[config.mk]
export PLATFORM = sky130hd
export DESIGN_NAME = rd_serial_tx
export DESIGN_NICKNAME = d
export VERILOG_FILES = /design/src/rtl/rd_serial_tx.sv
export SDC_FILE = /design/constraint.sdc
export NUM_CORES = 1
export LEC_CHECK = 0
export ABC_AREA = 1
export CAP_MARGIN = 0
export CELL_PAD_IN_SITES_DETAIL_PLACEMENT = 1
export CELL_PAD_IN_SITES_GLOBAL_PLACEMENT = 1
export CORE_ASPECT_RATIO = 1.75
export CORE_MARGIN = 2
export CORE_UTILIZATION = 33
export DETAILED_ROUTE_END_ITERATION = 10
export GPL_TIMING_DRIVEN = 0
export PLACE_DENSITY = 0.87
export SLEW_MARGIN = 20
export SYNTH_ARGS = -nofsm -noshare
export SYNTH_HDL_FRONTEND = slang
export SYNTH_SLANG_ARGS = --single-unit
[constraint.sdc]
create_clock -name SERIAL_CLK_IN -period 2 [get_ports SERIAL_CLK_IN]
set_input_delay 0.2 -clock SERIAL_CLK_IN [delete_from_list [all_inputs] [get_ports SERIAL_CLK_IN]]
set_output_delay 0.2 -clock SERIAL_CLK_IN [all_outputs]
set_load 0.01 [all_outputs]
[src/rtl/rd_serial_tx.sv]
// rd_serial_tx: serializes 12-bit sample pairs onto two frame-aligned data
// lines with a transfer-enable, 13-cycle frames (12 data bits MSB first plus
// a trailer bit). Optional build macro RD_TX_PARITY_EN: when defined the
// trailer is odd parity over the line's 12 data bits, otherwise a constant
// 1 stop bit.
module rd_serial_tx #(
  parameter int unsigned FRAMES_PER_XFR = 1024
) (
  input  logic        SERIAL_CLK_IN,
  input  logic        RST,
  input  logic        START_IN,
  input  logic        STOP_IN,
  input  logic [11:0] SAMPLE0_IN,
  input  logic [11:0] SAMPLE1_IN,
  input  logic        SAMPLE_VALID,
  output logic        SAMPLE_READY,
  output logic        SERIAL_DATA0_OUT,
  output logic        SERIAL_DATA1_OUT,
  output logic        ENABLE_XFR_OUT,
  output logic [31:0] STATUS
);

  localparam int unsigned SW  = 12;
  localparam int unsigned BCW = 4;
  localparam int unsigned CW  = 16;
  localparam int unsigned CW1 = CW + 1;

  localparam logic [BCW-1:0] LAST_DATA_BIT = BCW'(SW - 1);
  localparam logic [BCW-1:0] TRAILER_BIT   = BCW'(SW);
  localparam logic [CW1-1:0] FRAMES_LIM    = CW1'(FRAMES_PER_XFR);

  typedef enum logic {
    IDLE  = 1'b0,
    SHIFT = 1'b1
  } state_t;

  state_t         state_q, state_d;
  logic [BCW-1:0] bit_cnt_q, bit_cnt_d;
  logic [SW-1:0]  sh0_q, sh0_d;
  logic [SW-1:0]  sh1_q, sh1_d;
  logic           data0_q, data0_d;
  logic           data1_q, data1_d;
  logic           en_q, en_d;
  logic [CW-1:0]  cnt_q, cnt_d;
  logic           underrun_q, underrun_d;
  logic           stopped_q, stopped_d;
  logic           stop_lat_q, stop_lat_d;
`ifdef RD_TX_PARITY_EN
  logic           par0_q, par0_d;
  logic           par1_q, par1_d;
`endif

  logic           trailer0, trailer1;
  logic           load;
  logic           more;
  logic [CW1-1:0] cnt_next;
  logic [SW-1:0]  ld0, ld1;

  // Trailer bit sent at bit_cnt 12
`ifdef RD_TX_PARITY_EN
  assign trailer0 = par0_q;
  assign trailer1 = par1_q;
`else
  assign trailer0 = 1'b1;
  assign trailer1 = 1'b1;
`endif

  // Next-state, frame sequencing and sample handshake
  always_comb begin
    state_d    = state_q;
    bit_cnt_d  = bit_cnt_q;
    sh0_d      = sh0_q;
    sh1_d      = sh1_q;
    data0_d    = data0_q;
    data1_d    = data1_q;
    en_d       = en_q;
    cnt_d      = cnt_q;
    underrun_d = underrun_q;
    stopped_d  = stopped_q;
    stop_lat_d = stop_lat_q;
`ifdef RD_TX_PARITY_EN
    par0_d     = par0_q;
    par1_d     = par1_q;
`endif
    SAMPLE_READY = 1'b0;
    load         = 1'b0;
    more         = 1'b0;
    cnt_next     = {1'b0, cnt_q} + CW1'(1);
    // A missing sample is replaced by all ones (underrun frame)
    ld0 = SAMPLE_VALID ? SAMPLE0_IN : '1;
    ld1 = SAMPLE_VALID ? SAMPLE1_IN : '1;

    case (state_q)
      IDLE: begin
        SAMPLE_READY = START_IN;
        if (START_IN) begin
          cnt_d      = '0;
          underrun_d = 1'b0;
          stopped_d  = 1'b0;
          stop_lat_d = 1'b0;
          load       = 1'b1;
        end
      end
      SHIFT: begin
        if (STOP_IN) stop_lat_d = 1'b1;
        if (bit_cnt_q == TRAILER_BIT) begin
          // Frame complete: chain the next one or finish the transfer
          cnt_d        = cnt_next[CW-1:0];
          more         = (cnt_next < FRAMES_LIM) && !STOP_IN && !stop_lat_q;
          SAMPLE_READY = more;
          if (more) begin
            load = 1'b1;
          end else begin
            state_d    = IDLE;
            data0_d    = 1'b1;
            data1_d    = 1'b1;
            en_d       = 1'b0;
            stop_lat_d = 1'b0;
            stopped_d  = (STOP_IN || stop_lat_q) && (cnt_next < FRAMES_LIM);
          end
        end else if (bit_cnt_q == LAST_DATA_BIT) begin
          bit_cnt_d = TRAILER_BIT;
          data0_d   = trailer0;
          data1_d   = trailer1;
        end else begin
          bit_cnt_d = bit_cnt_q + BCW'(1);
          data0_d   = sh0_q[SW-1];
          data1_d   = sh1_q[SW-1];
          sh0_d     = {sh0_q[SW-2:0], 1'b0};
          sh1_d     = {sh1_q[SW-2:0], 1'b0};
        end
      end
      default: begin
        state_d = IDLE;
      end
    endcase

    // Frame start: bit 0 goes out immediately, the rest is queued
    if (load) begin
      state_d   = SHIFT;
      bit_cnt_d = '0;
      en_d      = 1'b1;
      data0_d   = ld0[SW-1];
      data1_d   = ld1[SW-1];
      sh0_d     = {ld0[SW-2:0], 1'b0};
      sh1_d     = {ld1[SW-2:0], 1'b0};
      if (!SAMPLE_VALID) underrun_d = 1'b1;
`ifdef RD_TX_PARITY_EN
      par0_d    = ~^ld0;
      par1_d    = ~^ld1;
`endif
    end
  end

  // State and output registers
  always_ff @(posedge SERIAL_CLK_IN or posedge RST) begin
    if (RST) begin
      state_q    <= IDLE;
      bit_cnt_q  <= '0;
      sh0_q      <= '0;
      sh1_q      <= '0;
      data0_q    <= 1'b1;
      data1_q    <= 1'b1;
      en_q       <= 1'b0;
      cnt_q      <= '0;
      underrun_q <= 1'b0;
      stopped_q  <= 1'b0;
      stop_lat_q <= 1'b0;
`ifdef RD_TX_PARITY_EN
      par0_q     <= 1'b1;
      par1_q     <= 1'b1;
`endif
    end else begin
      state_q    <= state_d;
      bit_cnt_q  <= bit_cnt_d;
      sh0_q      <= sh0_d;
      sh1_q      <= sh1_d;
      data0_q    <= data0_d;
      data1_q    <= data1_d;
      en_q       <= en_d;
      cnt_q      <= cnt_d;
      underrun_q <= underrun_d;
      stopped_q  <= stopped_d;
      stop_lat_q <= stop_lat_d;
`ifdef RD_TX_PARITY_EN
      par0_q     <= par0_d;
      par1_q     <= par1_d;
`endif
    end
  end

  assign SERIAL_DATA0_OUT = data0_q;
  assign SERIAL_DATA1_OUT = data1_q;
  assign ENABLE_XFR_OUT   = en_q;
  assign STATUS           = {13'd0, stopped_q, underrun_q, (state_q == SHIFT), cnt_q};

endmodule

==> impl_results.md, run 1 <==
* Syn_area_per_cell at about 7.5 um2
* CTS root buf: clkbuf_16
* Antenna violations before repair at 0
* Hpwl dp at 7244 um
* Commonest non-fill, non-tap cell in the layout: nand2_1
* Fin crit period at around 2.4 ns
* Slew Limit Fails at 0
* Crit path max fanout at 4
* Clk sink count at just under 50
* Die outline width at between 70 and 80 um
* RR Startpoint: cnt_q[0]
* Proportion of layout cells with a drive suffix above 1 at a little under 40%
* Placement Rows at between 40 and 50
* Outcome: finished, violations left
* Seq/Total Area, Yosys at 39.95%
* Clock Latency Late Sink at 0.31 ns
* Drt drc at 0
* Placer congestion estimate at about 0.85
* Crit. End Element: primary output
* Main synth FF type: dfrtp_1
* Crit path arrival time at 2.21 ns
* WL/cell at 21.09 um
* Setup violators final at 35
* Cell variety after synth at 32
* Asr flop ratio synth at 100.0%
* Starting Density at between 30% and 40%
* RSZ-0062 raised after global routing: yes
* Final WS setup at -0.4075 ns
* YS warnings at 0
* Fin area at around 4800 um2
* Fin crit share at 120.4%
* Number of synthesized flops with an enable pin at 0
* WL final at 13600 um
* Clock Path Buffers at 2
* Grt ovf at 0
* R2R depth at 15
* Vert. Die Dim at 131.7 um
* Terminus of the critical flop-to-flop path: sh0_q[10]
* Vias post-DR at about 3400
* CTS H-Tree Depth at 2
* Iter 0 DRT Violations at about 160
* Nets at about 560
* CTS tree: done
* Post-CTS Hold Fix Bufs at 0
* Maximum number of pins on one net before global-route repair at 26
* Worst vdd ir at around 560 uV
* Port bufs at a little over 50
* Post-Syn Instances at slightly above 400
* Pre-CTS setup slack at -0.7414 ns
* Slew @ Worst Pin at between 0.6 and 0.7 ns
* Violations in the final reports: setup timing
* Die area at 10140 um2
* Pre-antenna DRT Iters at 4
* Num CTS Buffers at 5
* Max Cap Violations at 0
* GRT Util Overall at between 20% and 30%
* Worst-path clk slew at approximately 0.080 ns
* WHS at around 0.30 ns
* Placed Area at between 3000 and 4000 um2
* Placed cell count at about 600
* Pwr/cell area at approximately 1200 nW/um2
* Final Hold Viols at 0
* Clock Skew at ~0.011 ns
* WS Path Type: reg -> out
* Setup TNS at -10.36 ns
* Filler instances at between 1000 and 1500
* Min-delay worst type: in -> async
* Post-synthesis register bit count at a little under 50
* Fin cells at approximately 650
* Relative slew slack at between 50% and 60%
* ANT nets after route at 0
* Antenna Cells at 0
* Vias per cell at roughly 5.3
* Synth-to-layout area growth at 55.78%
* Req. time, crit path at around 1.8 ns
* CP Launch Type: register
* First-pass GRT wire length at 19200 um
* Setup slack, reg-to-reg at -0.40 ns
* Core footprint at between 9000 and 10000 um2
* IO Count at 65
* Upper clock frequency limit at a little over 400 MHz
* Mapped Area at approximately 3000 um2
* Static Leakage at 2.270 nW
* Vias in the first global route at 3725
* Commonest cells after routing, fill and taps aside: nand2_1 (106), buf_4 (52), clkdlybuf4s50_1 (50)
per-layer routing:
layer | vias to the layer above | wire (um) | global-route usage [%]
met3 | 62 | 521 | 3.091
met2 | 133 | 7618 | 47.08
met5 | - | 0 | 0
met4 | 0 | 811 | 12.80
li1 | 1522 | - | -
met1 | 1721 | 4651 | 23.47
where the power goes:
| part | internal (W) | switching, W | leakage (nW) |
|---|---|---|---|
| Clock | 0.000715 | 0.000406 | 0.0938 |
| Combinational | 0.00134 | 0.00170 | 1.54 |
| Sequential | 0.00129 | 0.000288 | 0.632 |
| Total | 0.00334 | 0.00239 | 2.27 |
sequential cells by signal, summed over array words and instances, names as in the netlist:
register and cells:
ENABLE_XFR_OUT 1, SERIAL_DATA0_OUT 1, SERIAL_DATA1_OUT 1, bit_cnt_q 4, cnt_q 16, sh0_q 11, sh1_q 11, state_q 1
stop_lat_q 1, stopped_q 1, underrun_q 1
stage by stage:
stage / util (%) / total power (W)
CTS: 49.29 / 0.005204
floorplan: - / 0.002811
detailed placement: 42.08 / 0.003522
finish: 53.02 / 0.005738
global route: 53.02 / 0.006016
global placement: 41.86 / 0.003389
cell usage after synthesis, drive strengths merged (2+ instances only):
library cell  instances  area, um2
nor2                 29      153.9
or2                  20      125.1
nand4                 6      37.54
o21ai                19      95.09
nor3                  5      25.02
o22ai                 3      18.77
dfstp                 2      52.55
a22o                  2      17.52
a21oi                 7      35.03
dfrtp                47       1176
inv                  30      112.6
clkbuf                2      7.510
xor2                  3      26.28
nand2               131      524.3
ha                    3      37.54
buf                  30      234.0
nand3                66      345.3
layout make-up:
cell class | instances | area (um2) | share of cell area [%]
multi-input combinational | 311 | 1872 | 39.07
clock buffer | 5 | 125.1 | 2.612
inverter | 31 | 125.1 | 2.612
sequential | 49 | 1241 | 25.91
buffer | 32 | 294.0 | 6.137
tap | 120 | 150.1 | 3.134
clock inverter | 3 | 65.06 | 1.358
timing repair buffer | 94 | 918.4 | 19.17
cells by family (layout without fill, tap and decap cells):
group	Yosys count	count (layout)	share of synthesized area (%)
AND/OR/NAND/NOR	259	259	39.83
adder cells (fa/ha/maj)	3	3	1.221
AO/OA/AOI/OAI	32	32	6.103
XOR/XNOR	4	4	1.139
flip-flops	49	49	39.95
other	1	13	0.1219
buffers and inverters	63	165	11.64
critical path, stage by stage, from the launching register on:
cell	delay [ns]
dfrtp_2	0.42
ha_4	0.17
nand3_4	0.12
inv_4	0.12
nand2_4	0.06
nor2_4	0.15
xor2_2	0.26
nor2_4	0.07
nand3_2	0.10
nand2_4	0.08
nand2_8	0.09
buf_8	0.10
inv_4	0.03
buf_6	0.10
timing repair:
item,in CTS,in global routing
setup endpoints to repair,43,42
pin swaps,16,25
cloned,4,1
buffers inserted,21,17
resized for setup,77,56
worst max path at each step:
stage | from | cells after the start | endpoint
after global routing | cnt_q[8] | 14 | SAMPLE_READY
after CTS | cnt_q[1] | 13 | SAMPLE_READY
after floorplan | cnt_q[0] | 15 | sh0_q[10]
after global placement | cnt_q[0] | 13 | SAMPLE_READY
final | cnt_q[0] | 13 | SAMPLE_READY
after detailed placement | cnt_q[0] | 14 | SAMPLE_READY
Power figures use the tool's default switching activity.
==> inputs of run 2 (changes only) <==
Settings changed: ABC_AREA 1 to not set, CORE_UTILIZATION 33 to 42, PLACE_DENSITY 0.87 to 0.95.
Clock period 2 ns to 2.9 ns, I/O delays scaled along.
==> run 2 against run 1 <==
Net effect: the flow now finishes without violations; global-route usage is 0.43 points lower; sequential share of layout area is 4.1 points higher; hold slack better by 0.062 ns; via count shrank 16%; critical endpoint unchanged; largest power group unchanged; highest routed layer unchanged.
==> impl_results.md, run 2 <==
* Vert. Die Dim at 118.5 um (-10%)
* Die outline width at 69.43 um (-9.8%)
* Number of synthesized flops with an enable pin at 0 (unchanged)
* Nets at 445 (-20%)
* WS Path Type: reg -> out
* Port bufs at 50 (-2.0%)
* Pwr Total at 0.003422 W (-40%)
* Clock share of power at 20.2% (+0.7 points)
* Upper clock frequency limit at ~390 MHz
* Placer congestion estimate at 0.8355 (-1.8%)
* Die area at 8228 um2 (-19%)
* Comb power frac at 46.8% (-6.2 points)
* Starting Density at 43.50% (+9.5 points)
* Grt ovf at 0 (unchanged)
* Top cell type by total area after synthesis: dfrtp_1
* Area of the multi-input gates at 1758 um2 (-6.1%)
* Critical Path Start: cnt_q[0]
* YS warnings at 0 (unchanged)
* Setup slack, reg-to-reg at 0.51 ns (+0.91 ns)
* Drt drc at 0 (unchanged)
* Int Pwr at 0.002101 W (-37%)
* Clk sink count at 49 (unchanged)
* NetSw at 0.001321 W (-45%)
* RSZ-0062 raised after global routing: no
* R2R depth at 8 (-7)
* Pre-antenna DRT Iters at 4 (unchanged)
* Max Cap Violations at 0 (unchanged)
* Seq/Total Area, Yosys at 39.05% (-0.91 points)
* Antenna violations before repair at 0 (unchanged)
* CTS tree: done
* Slowest-stage cell, CP: dfrtp_2
* Most frequent cells after synthesis: dfrtp_1 (47), nand2b_1 (24), nor3_1 (24), a21oi_1 (23), nor2_1 (23)
* Outcome: finished clean
* Register area at 1236 um2 (-0.40%)
* GRT Util Overall at 23.51% (-0.43 points)
* Static Leakage at 1.754 nW (-23%)
* Largest stage delay on the critical path at 0.40 ns (-0.02 ns)
* Clock Path Buffers at 2 (unchanged)
* Mapped Area at 3147 um2 (+2.3%)
* Main synth FF type: dfrtp_1
* Syn_area_per_cell at 9.283 um2 (+24%)
* CTS H-Tree Depth at 2 (unchanged)
* Filler instances at 818 (-25%)
* Min-delay worst type: in -> async
* Core footprint at 7233 um2 (-20%)
* IO Count at 65 (unchanged)
* Vias post-DR at 2885 (-16%)
* Placement Rows at 41 (-11%)
* Most common cell in the netlist: dfrtp_1
* Clock Skew at 0.006576 ns (-0.004858 ns)
* WL final at 9251 um (-32%)
* Sequential share of power at 33.1% (+5.6 points)
* Cell variety after synth at 50 (+56%)
* WL/cell at 18.50 um (-12%)
* ANT nets after route at 0 (unchanged)
* Largest regs: cnt_q: 16 flops, sh0_q: 11 flops, sh1_q: 11 flops
* Synth-to-layout area growth at 30.74%
* Terminus of the critical flop-to-flop path: sh0_q[10]
* Hpwl dp at 6656 um (-8.1%)
* Commonest cells after routing, fill and taps aside: clkdlybuf4s50_1 (49), dfrtp_1 (41), nand2b_1 (24)
* Worst-path clk slew at 0.07 ns (about the same)
* Crit path arrival time at 2.27 ns (+0.06 ns)
* Switching power share of the total at 38.61% (-3.1 points)
* Relative slew slack at 62.25% (+8.1 points)
* Antenna Cells at 0 (unchanged)
* Worst vdd ir at 493.3 uV (-12%)
* Fin crit share at between 80% and 90%
* Req. time, crit path at 2.61 ns (+0.81 ns)
* Asr flop ratio synth at 100.0% (unchanged)
* Final Hold Viols at 0 (unchanged)
* Pwr/cell area at 831.9 nW/um2 (-31%)
* Slew Limit Fails at 0 (unchanged)
* Crit path max fanout at 4 (unchanged)
* Slew @ Worst Pin at 0.5662 ns (-0.1194 ns)
* Pre-CTS setup slack at -0.1347 ns (+0.6067 ns)
* Post-Syn Instances at 339 (-18%)
* Crit. End Element: primary output
* Vias in the first global route at 3063 (-18%)
* Proportion of layout cells with a drive suffix above 1 at 21.50% (-18 points)
* Max reg flops at 16 (unchanged)
* Clock Latency Late Sink at 0.30 ns (about the same)
* Commonest non-fill, non-tap cell in the layout: clkdlybuf4s50_1
* CP Launch Type: register
* Post-synthesis register bit count at 49 (unchanged)
* Vias per cell at 5.770 (+8.3%)
* Final WS setup at 0.3437 ns (+0.7512 ns)
* Iter 0 DRT Violations at 137 (-13%)
* RR Startpoint: cnt_q[0]
* Setup violators final at 0 (-100%)
* Biggest register: cnt_q
* Critical path, cell by cell: ha_2 > nand3_4 > nor4_4 > mux2_4 > o211a_4 > nor2_4 > inv_2 > dlymetal6s2s_1
* Area contributors post-synth: dfrtp_1 (37%), o31ai_2 (8.0%), nand2b_1 (4.8%), o211ai_1 (4.8%), buf_4 (4.1%)
* CTS root buf: clkbuf_16
* Fin crit period at about 2.6 ns
* Num CTS Buffers at 5 (unchanged)
* Utilization after layout at 56.88% (+3.9 points)
* First-pass GRT wire length at 15600 um (-19%)
* Maximum number of pins on one net before global-route repair at 29 (+12%)
* Area share of the largest cell type after synthesis at 37.38% (-0.87 points)
[run 2: cells by family (layout without fill, tap and decap cells)]
family	Yosys count	in the layout	share of synthesized area (%)
fa+ha+maj	3	3	1.193
simple gates	121	121	20.84
xor+xnor	10	10	2.783
mux	5	5	1.630
buf+inv	48	111	8.985
other cells	1	13	0.1192
flops	49	49	39.05
compound gates	102	102	25.41
[run 2: repair_timing]
| item | in CTS | in global routing |
|---|---|---|
| hold buffers | 0 | 0 |
| resized for setup | 13 | 9 |
| setup endpoints to repair | 1 | 1 |
| buffers inserted | 2 | 3 |
| pin swaps | 2 | 2 |
[run 2: worst max path at each step]
stage                         to  slack, ns  cells past startpoint
floorplan               sh0_q[1]       0.61                      8
global placement    SAMPLE_READY      -0.07                      8
detailed placement  SAMPLE_READY      -0.13                      8
CTS                 SAMPLE_READY     0.0005                      6
global route        SAMPLE_READY       0.26                      8
finish              SAMPLE_READY       0.34                      8
[run 2: per-stage QoR]
| stage | hold slack (ns) | area [um2] | std cells | TNS (ns) |
|---|---|---|---|---|
| floorplan | 0.4568 | 3192 | 351 | 0 |
| global placement | 0.4739 | 3800 | 487 | -0.06694 |
| detailed placement | 0.4763 | 3820 | 488 | -0.1347 |
| CTS | 0.3761 | 4056 | 497 | 0 |
| global route | 0.4168 | 4114 | 500 | 0 |
| finish | 0.3597 | 4114 | 500 | 0 |
[run 2: power groups by stage]
| stage | Combinational, W | Sequential [W] | Clock, W |
|---|---|---|---|
| 2_1_floorplan | 0.00110 | 0.00109 | 0 |
| 3_3_place_gp | 0.00143 | 0.00111 | 0 |
| 3_5_place_dp | 0.00151 | 0.00114 | 0 |
| 4_1_cts | 0.00157 | 0.00113 | 0.000697 |
| 5_1_grt | 0.00176 | 0.00115 | 0.000724 |
| 6_report | 0.00160 | 0.00113 | 0.000690 |
[run 2: metal layers]
layer  wire length [um]  part of all wire (%)  vias up  track usage (%)
met5                  0                     0        -                0
li1                   -                     -     1347                -
met1               3450                    37     1439            26.17
met4                181                   2.0        0            8.211
met3                333                   3.6       14            2.813
met2               5285                    57       85            44.83
[run 2: layout make-up]
class | count | area share [%]
Multi-Input combinational cell | 254 | 42.73
Sequential cell | 49 | 30.05
Timing Repair Buffer | 56 | 13.63
Buffer | 40 | 6.144
Clock buffer | 7 | 3.467
Tap cell | 86 | 2.616
Clock inverter | 1 | 0.7299
Inverter | 7 | 0.6387
[run 2: critical path, delay by kind of cell (launching register included)]
kind | cells | cell delay, ns
AND/OR/NAND/NOR | 3 | 0.59
flip-flops | 1 | 0.40
buffers and inverters | 2 | 0.24
multiplexers | 1 | 0.35
adder cells (fa/ha/maj) | 1 | 0.22
AO/OA/AOI/OAI | 1 | 0.17
